[src/rtl/sram_fifo_pkg.sv]
// Shared sizing constants for the SRAM-backed FIFO controller.
package sram_fifo_pkg;

  localparam int unsigned DW    = 8;
  localparam int unsigned AW    = 8;
  localparam int unsigned DEPTH = 2 ** AW;
  localparam int unsigned CW    = AW + 1;

endpackage

[src/rtl/sram_fifo_ctrl.sv]
// FIFO controller that turns a single-port synchronous SRAM into a DEPTH-word
// FIFO with valid/ready write and read streams and a registered output word.
module sram_fifo_ctrl
  import sram_fifo_pkg::*;
(
  input  logic          clk,
  input  logic          rst,
  input  logic          wr_valid,
  output logic          wr_ready,
  input  logic [DW-1:0] wr_data,
  output logic          rd_valid,
  input  logic          rd_ready,
  output logic [DW-1:0] rd_data,
  output logic [CW-1:0] count,
  output logic          full,
  output logic          empty,
  output logic          sram_cs,
  output logic          sram_we,
  output logic          sram_rd,
  output logic [AW-1:0] sram_addr,
  output logic [DW-1:0] sram_din,
  input  logic [DW-1:0] sram_dout
);

  logic [AW-1:0] r_wptr;
  logic [AW-1:0] r_rptr;
  logic [CW-1:0] r_mem_count;
  logic          r_inflight;
  logic          r_out_valid;
  logic [DW-1:0] r_rd_data;

  logic w_full;
  logic w_rg;
  logic w_wg;

  // Reads win the single SRAM port; the output register must be free or draining.
  assign w_full = (r_mem_count == CW'(DEPTH));
  assign w_rg   = !rst && (r_mem_count != '0) && !r_inflight &&
                  (!r_out_valid || rd_ready);
  assign wr_ready = !rst && !w_full && !w_rg;
  assign w_wg     = wr_valid && wr_ready;

  assign sram_cs   = w_wg | w_rg;
  assign sram_we   = w_wg;
  assign sram_rd   = w_rg;
  assign sram_addr = rst ? '0 : (w_rg ? r_rptr : r_wptr);
  assign sram_din  = rst ? '0 : wr_data;

  assign count    = r_mem_count;
  assign full     = w_full;
  assign empty    = (r_mem_count == '0) && !r_inflight && !r_out_valid;
  assign rd_valid = r_out_valid;
  assign rd_data  = r_rd_data;

  always_ff @(posedge clk or posedge rst) begin
    if (rst) begin
      r_wptr      <= '0;
      r_rptr      <= '0;
      r_mem_count <= '0;
      r_inflight  <= 1'b0;
      r_out_valid <= 1'b0;
      r_rd_data   <= '0;
    end else begin
      if (w_wg) begin
        r_wptr      <= r_wptr + AW'(1);
        r_mem_count <= r_mem_count + CW'(1);
      end else if (w_rg) begin
        r_rptr      <= r_rptr + AW'(1);
        r_mem_count <= r_mem_count - CW'(1);
      end
      // A grant can only be issued with nothing in flight, so this tracks it exactly.
      r_inflight <= w_rg;
      if (r_inflight) begin
        r_rd_data   <= sram_dout;
        r_out_valid <= 1'b1;
      end else if (r_out_valid && rd_ready) begin
        r_out_valid <= 1'b0;
      end
    end
  end

endmodule

[config.mk]
export PLATFORM = sky130hd
export DESIGN_NAME = sram_fifo_ctrl
export DESIGN_NICKNAME = d
export VERILOG_FILES = /design/src/rtl/sram_fifo_pkg.sv /design/src/rtl/sram_fifo_ctrl.sv
export SDC_FILE = /design/constraint.sdc
export NUM_CORES = 1
export LEC_CHECK = 0
export CAP_MARGIN = 20
export CORE_UTILIZATION = 45
export CTS_BUF_LIST = sky130_fd_sc_hd__clkbuf_16
export DETAILED_ROUTE_END_ITERATION = 8
export GPL_TIMING_DRIVEN = 0
export PLACE_DENSITY = 0.76
export RECOVER_POWER = 25
export SLEW_MARGIN = 30
export SYNTH_ARGS = -nofsm -noshare
export SYNTH_HDL_FRONTEND = slang
export SYNTH_SLANG_ARGS = --single-unit
[constraint.sdc]
create_clock -name clk -period 3.4 [get_ports clk]
set_input_delay 0.34 -clock clk [delete_from_list [all_inputs] [get_ports clk]]
set_output_delay 0.34 -clock clk [all_outputs]
set_load 0.05 [all_outputs]
* After elaboration in Yosys (flattened, before gate mapping) *
Cells that the tools add are included.

cells by class
  add/sub/neg operators = 4
  multiply operators = 0
  divide/modulo/power cells = 0
  $lt $le $gt $ge = 0
  equality and inequality tests = 1
  shift operators = 0
  multiplexer cells = 7
  bitwise operators = 2
  reductions and logical operators = 20

operator list
  cell                                                                number
  8-bit 2-to-1 mux                                                    3
  9-bit 2-to-1 mux                                                    2
  8-bit by 1-bit adder with 8-bit output, second input constant       2
  9-bit by 1-bit adder with 9-bit output, second input constant       1
  9-bit equality test, second input constant                          1
  1-bit logical AND                                                   9
  9-bit zero test                                                     1
  9-bit nonzero test                                                  1
  9-bit by 1-bit subtractor with 9-bit output, second input constant  1
  1-bit zero test                                                     5
  2-bit nonzero test                                                  2
  1-bit 2-to-1 mux                                                    2
  2-bit AND reduction                                                 1
  1-bit logical OR                                                    1
  1-bit NOT                                                           1
  1-bit OR                                                            1

word-level totals
  flip-flop bits (word level) = 35
  latch bits = 0
  bits in writable memories = 0
  ROM bits = 0
  input bits = 20
  logic and storage cells = 40
  memories kept = 0

* Logic depth before layout (Yosys ltp) *
  depth in word-level cells = 9
  mapped depth = 11
  mapped depth without buffers = 10

* Worst setup path before layout *
Ideal clock, no wire load.

  path kind = reg2reg
  start point = register r_mem_count[0] (netlist: count[0])
  end point = register r_mem_count[8] (netlist: count[8])
  setup time = 142 ps
  arrival = 3121 ps
  required time = 3258 ps
  setup slack = 137 ps
  stages on the path, launching flop included = 11
  cell sequence = dfrtp_1 -> nor4_4 -> and3_2 -> a2111oi_4 -> buf_6 -> inv_1 -> ha_1 -> a2111o_1 -> o22ai_1 -> mux2i_1 -> xnor2_1

between the ends
  elaborated cells on any way between the ends = 15

RTL lines
  element                                                 line                  RTL
  start, declared                                         sram_fifo_ctrl.sv:27  logic [CW-1:0] r_mem_count;
  start signal, assigned                                  sram_fifo_ctrl.sv:66  r_mem_count <= r_mem_count + CW'(1);
  start signal, assigned                                  sram_fifo_ctrl.sv:69  r_mem_count <= r_mem_count - CW'(1);
  9-bit equality test (*)                                 sram_fifo_ctrl.sv:37  assign w_full = (r_mem_count == CW'(DEPTH));
  named net full                                          sram_fifo_ctrl.sv:15  output logic full,
  1-bit zero test (*)                                     sram_fifo_ctrl.sv:40  assign wr_ready = !rst && !w_full && !w_rg;
  1-bit logical AND (*) (2 in series)                     sram_fifo_ctrl.sv:40
  1-bit logical AND (*)                                   sram_fifo_ctrl.sv:41  assign w_wg = wr_valid && wr_ready;
  named net sram_we                                       sram_fifo_ctrl.sv:18  output logic sram_we,
  9-bit 2-to-1 mux or 2-bit nonzero test (tied branches)  n/a

Mark *: on every way through the listed nets, which the timed path passes. The rest lies on a longest branch. The select of a mux whose other input is x is not followed.
A chain may end at the register's enable or synchronous reset.

* Worst setup path in the final report *
  start point = input rst
  end point = output sram_addr[1]

between the ends
  word-level cells in the longest chain between the ends = 6

ends and longest elaborated chain
  element                          line                  RTL
  start, declared                  sram_fifo_ctrl.sv:7   input logic rst,
  1-bit zero test (no line)        n/a
  1-bit logical AND (3 in series)  sram_fifo_ctrl.sv:38  assign w_rg = !rst && (r_mem_count != '0) && !r_inflight &&
  8-bit 2-to-1 mux                 sram_fifo_ctrl.sv:46  assign sram_addr = rst ? '0 : (w_rg ? r_rptr : r_wptr);
  8-bit 2-to-1 mux (*)             sram_fifo_ctrl.sv:46
  end, declared                    sram_fifo_ctrl.sv:20  output logic [AW-1:0] sram_addr,

Mark *: on every way between the ends. The rest lies on a longest branch, timed or not.

==> metrics.md <==
| Metric | Value |
|---|---|
| Max-Cap Viols | `0` |
| Seq cells post-synth | `35` |
| ANT nets after route | `0` |
| Most frequent cell after synthesis | `dfrtp_1` |
| Total Wirelength | `4100 um` |
| Critical Path Fanout Max | `11` |
| RD Place Congestion | `0.831` |
| Drt pass-1 iters | `4` |
| Cell row count | `23` |
| Top post-synthesis cells by count | `35 x dfrtp_1, 13 x xnor2_1, 12 x mux2_2, 11 x nand2_1` |
| Post-synth EDFFs | `0` |
| Synthesized Nets | `205` |
| Avg WL per Cell | `14.1 um` |
| VDD IR max | `566 uV` |
| Grt ovf | `0` |
| Min-Delay Path Class | `register to register` |
| Sequential share of the synthesized area | `44.4%` |
| Crit path launch type | `input pin` |
| H-tree Lvls | `2` |
| Count of different cell masters after synthesis | `42` |
| First-pass GRT wire length | `6500 um` |
| Reg area | `876 um2` |
| Clock skew | `0.00563 ns` |
| Slew Viols, Final | `0` |
| Nets@finish | `271` |
| Setup CP Type | `input pin to primary output` |
| IO Pins | `60` |
| Top_reg_cell synth | `dfrtp_1` |
| Area grow syn2layout | `40.3%` |
| Vias | `1,528` |
| Syn Std Cell Area | `1970 um2` |
| Psw | `1.13 mW` |
| Hold Vio Cnt, Final | `0` |
| Largest net degree at the start of global routing | `37` |
| Residual DRC | `0` |
| Clk sink count | `35` |
| CTS Buffer Depth | `2` |
| Status | `finished, final reports clean` |
| GRT Total Usage | `19.2%` |
| Footprint of the multi-input gates | `1030 um2` |
| 1st-iter DRT viols | `51` |
| Synth Warn # | `0` |
| Setup crit end kind | `primary output` |
| Flop pwr share | `29.5%` |
| Pwr Density | `914 nW/um2` |
| Layout cell share with drive strength beyond 1 | `13.2%` |
| Asr flop ratio synth | `100%` |
| Leakage | `1.16 nW` |
| Antenna violations before repair | `0` |
| CTS tree | `done` |
| Fin Hold WS | `0.482 ns` |
| Data required, critical path | `3.06 ns` |
| Vias in the first global route | `1,397` |
| DP HPWL | `3020 um` |
| Crit path DAT | `2.89 ns` |
| Final min period | `3.23 ns` |
| RSZ-0062 raised after global routing | `no` |
| Die area | `4650 um2` |
| Syn Area/Cell | `11.3 um2` |
| Clk pwr share | `16.6%` |
| Fin Setup TNS | `0 ns` |
| Num CTS Buffers | `5` |
| Worst-Margin Slew | `0.518 ns` |
| P_int | `1.39 mW` |
| Initial Util | `47.9%` |
| Switch share | `44.9%` |
| N_diodes | `0` |
| DP Area | `2620 um2` |
| Core ar. | `4120 um2` |
| CTS root buf | `clkbuf_16` |
| Cell type with the largest total area after synthesis | `dfrtp_1` |
| Worst skew pair latency | `0.27 ns` |
| Top cell type's share of synthesized area | `44.4%` |
| Final core utilization | `67.2%` |
| Hold buffers post-CTS | `0` |
| Max Fclk | `309 MHz` |
| Relative slew margins | `65.3%` |
| CTS clk-pin slew, worst paths | `0.05 ns` |
| Synth area leaders | `dfrtp_1 44%, mux2_2 6.9%, xnor2_1 5.8%` |
| Period utilization | `95.0%` |
| Finished Cell Area | `2760 um2` |
| Die Ht | `68.2 um` |
| Die X-Extent | `68.2 um` |
| Port-buffer cells | `59` |
| Fill cell count | `330` |
| Final setup fails | `0` |
| Via density | `5.23` |
| Combinational share of power | `53.9%` |
| Syn Inst Count | `175` |
[state kept, by name, summed over array words and instances, names as in the netlist]
register and count:
r_wptr 8, rd_valid 1, rd_data 8, r_rptr 8, r_inflight 1, count 9
[kinds of logic after synthesis]
kind of cell               share of synthesized area [%]
and+or+nand+nor                                     14.2
AOI/OAI and AO/OA                                   15.0
DFF                                                 44.4
xor gates and xnor gates                            8.89
buffers and inverters                               3.37
muxes                                               7.37
adders and majority gates                           6.73
[power by group through the flow]
stage          clock network, mW  logic, mW  registers, mW
2_1_floorplan                  0      0.714           1.01
3_3_place_gp                   0       1.34          0.746
3_5_place_dp                   0       1.36          0.751
4_1_cts                    0.431       1.37          0.748
5_1_grt                    0.446       1.46          0.774
6_report                   0.418       1.36          0.746
[through the flow]
stage                     total power [mW]  std cells  worst slack, ns
after global routing                  2.68        292           0.0181
after global placement                2.08        284           -0.497
final                                 2.53        292            0.169
after detailed placement              2.11        284           0.0257
after floorplan                       1.72        175            0.137
after CTS                             2.55        292           0.0244
[repair_timing]
item,CTS,global route
endpoints found under the setup margin,0,1
resized for setup,0,2
endpoints found under the hold margin,0,0
setup buffers,0,0
[worst max-delay path, cell delays in order]
cell,delay [ns]
dlygate4sd3_1,0.60
a211oi_1,0.34
and2_0,0.18
clkbuf_1,0.23
buf_4,0.23
a22o_1,0.17
clkdlybuf4s50_1,0.80
[area by class of cell]
type	count	area share, %
Multi-Input combinational cell	126	37.2
Sequential cell	35	31.7
Timing Repair Buffer	59	21.4
Clock buffer	5	4.53
Tap cell	50	2.26
Buffer	6	1.31
Inverter	8	1.18
Clock inverter	3	0.453
[layout by cell type, fill, tap and decap left out, types with 3 or more instances in the layout]
cell type | Yosys | final
clkbuf_16 | 0 | 5
a22o_1 | 7 | 7
a21oi_1 | 4 | 4
xor2_1 | 7 | 7
dfrtp_1 | 35 | 35
nor2b_1 | 9 | 9
xnor2_1 | 13 | 13
mux2_2 | 12 | 12
clkdlybuf4s50_1 | 0 | 58
nor3_1 | 4 | 4
nand4_1 | 6 | 6
inv_1 | 8 | 9
o21ai_0 | 6 | 6
ha_1 | 9 | 9
nand2_1 | 11 | 11
nor2_1 | 4 | 4
a211oi_1 | 3 | 3
o21a_1 | 4 | 4
[path summary, 6_finish.rpt]
check                                 startpoint               endpoint  slack, ns  depth (start not counted)
min in group asynchronous                    rst  r_rptr[7]$_DFFE_PP0P_       0.92                          3
max in group asynchronous                    rst  r_rptr[6]$_DFFE_PP0P_       2.15                          3
max                                          rst           sram_addr[1]       0.17                          7
max reg2reg                 count[0]$_DFFE_PP0P_   count[7]$_DFFE_PP0P_       0.33                         11
min reg2reg                r_wptr[7]$_DFFE_PP0P_  r_wptr[7]$_DFFE_PP0P_       0.48                          1
min                        r_wptr[7]$_DFFE_PP0P_  r_wptr[7]$_DFFE_PP0P_       0.48                          1
[routing by layer]
layer	vias to the layer above	track usage [%]	wire, um
li1	760	-	-
met1	705	24.3	1890
met2	56	30.1	1770
met3	7	5.00	356
met4	0	9.38	79
met5	-	0	0
(Power assumes the default switching activity.)
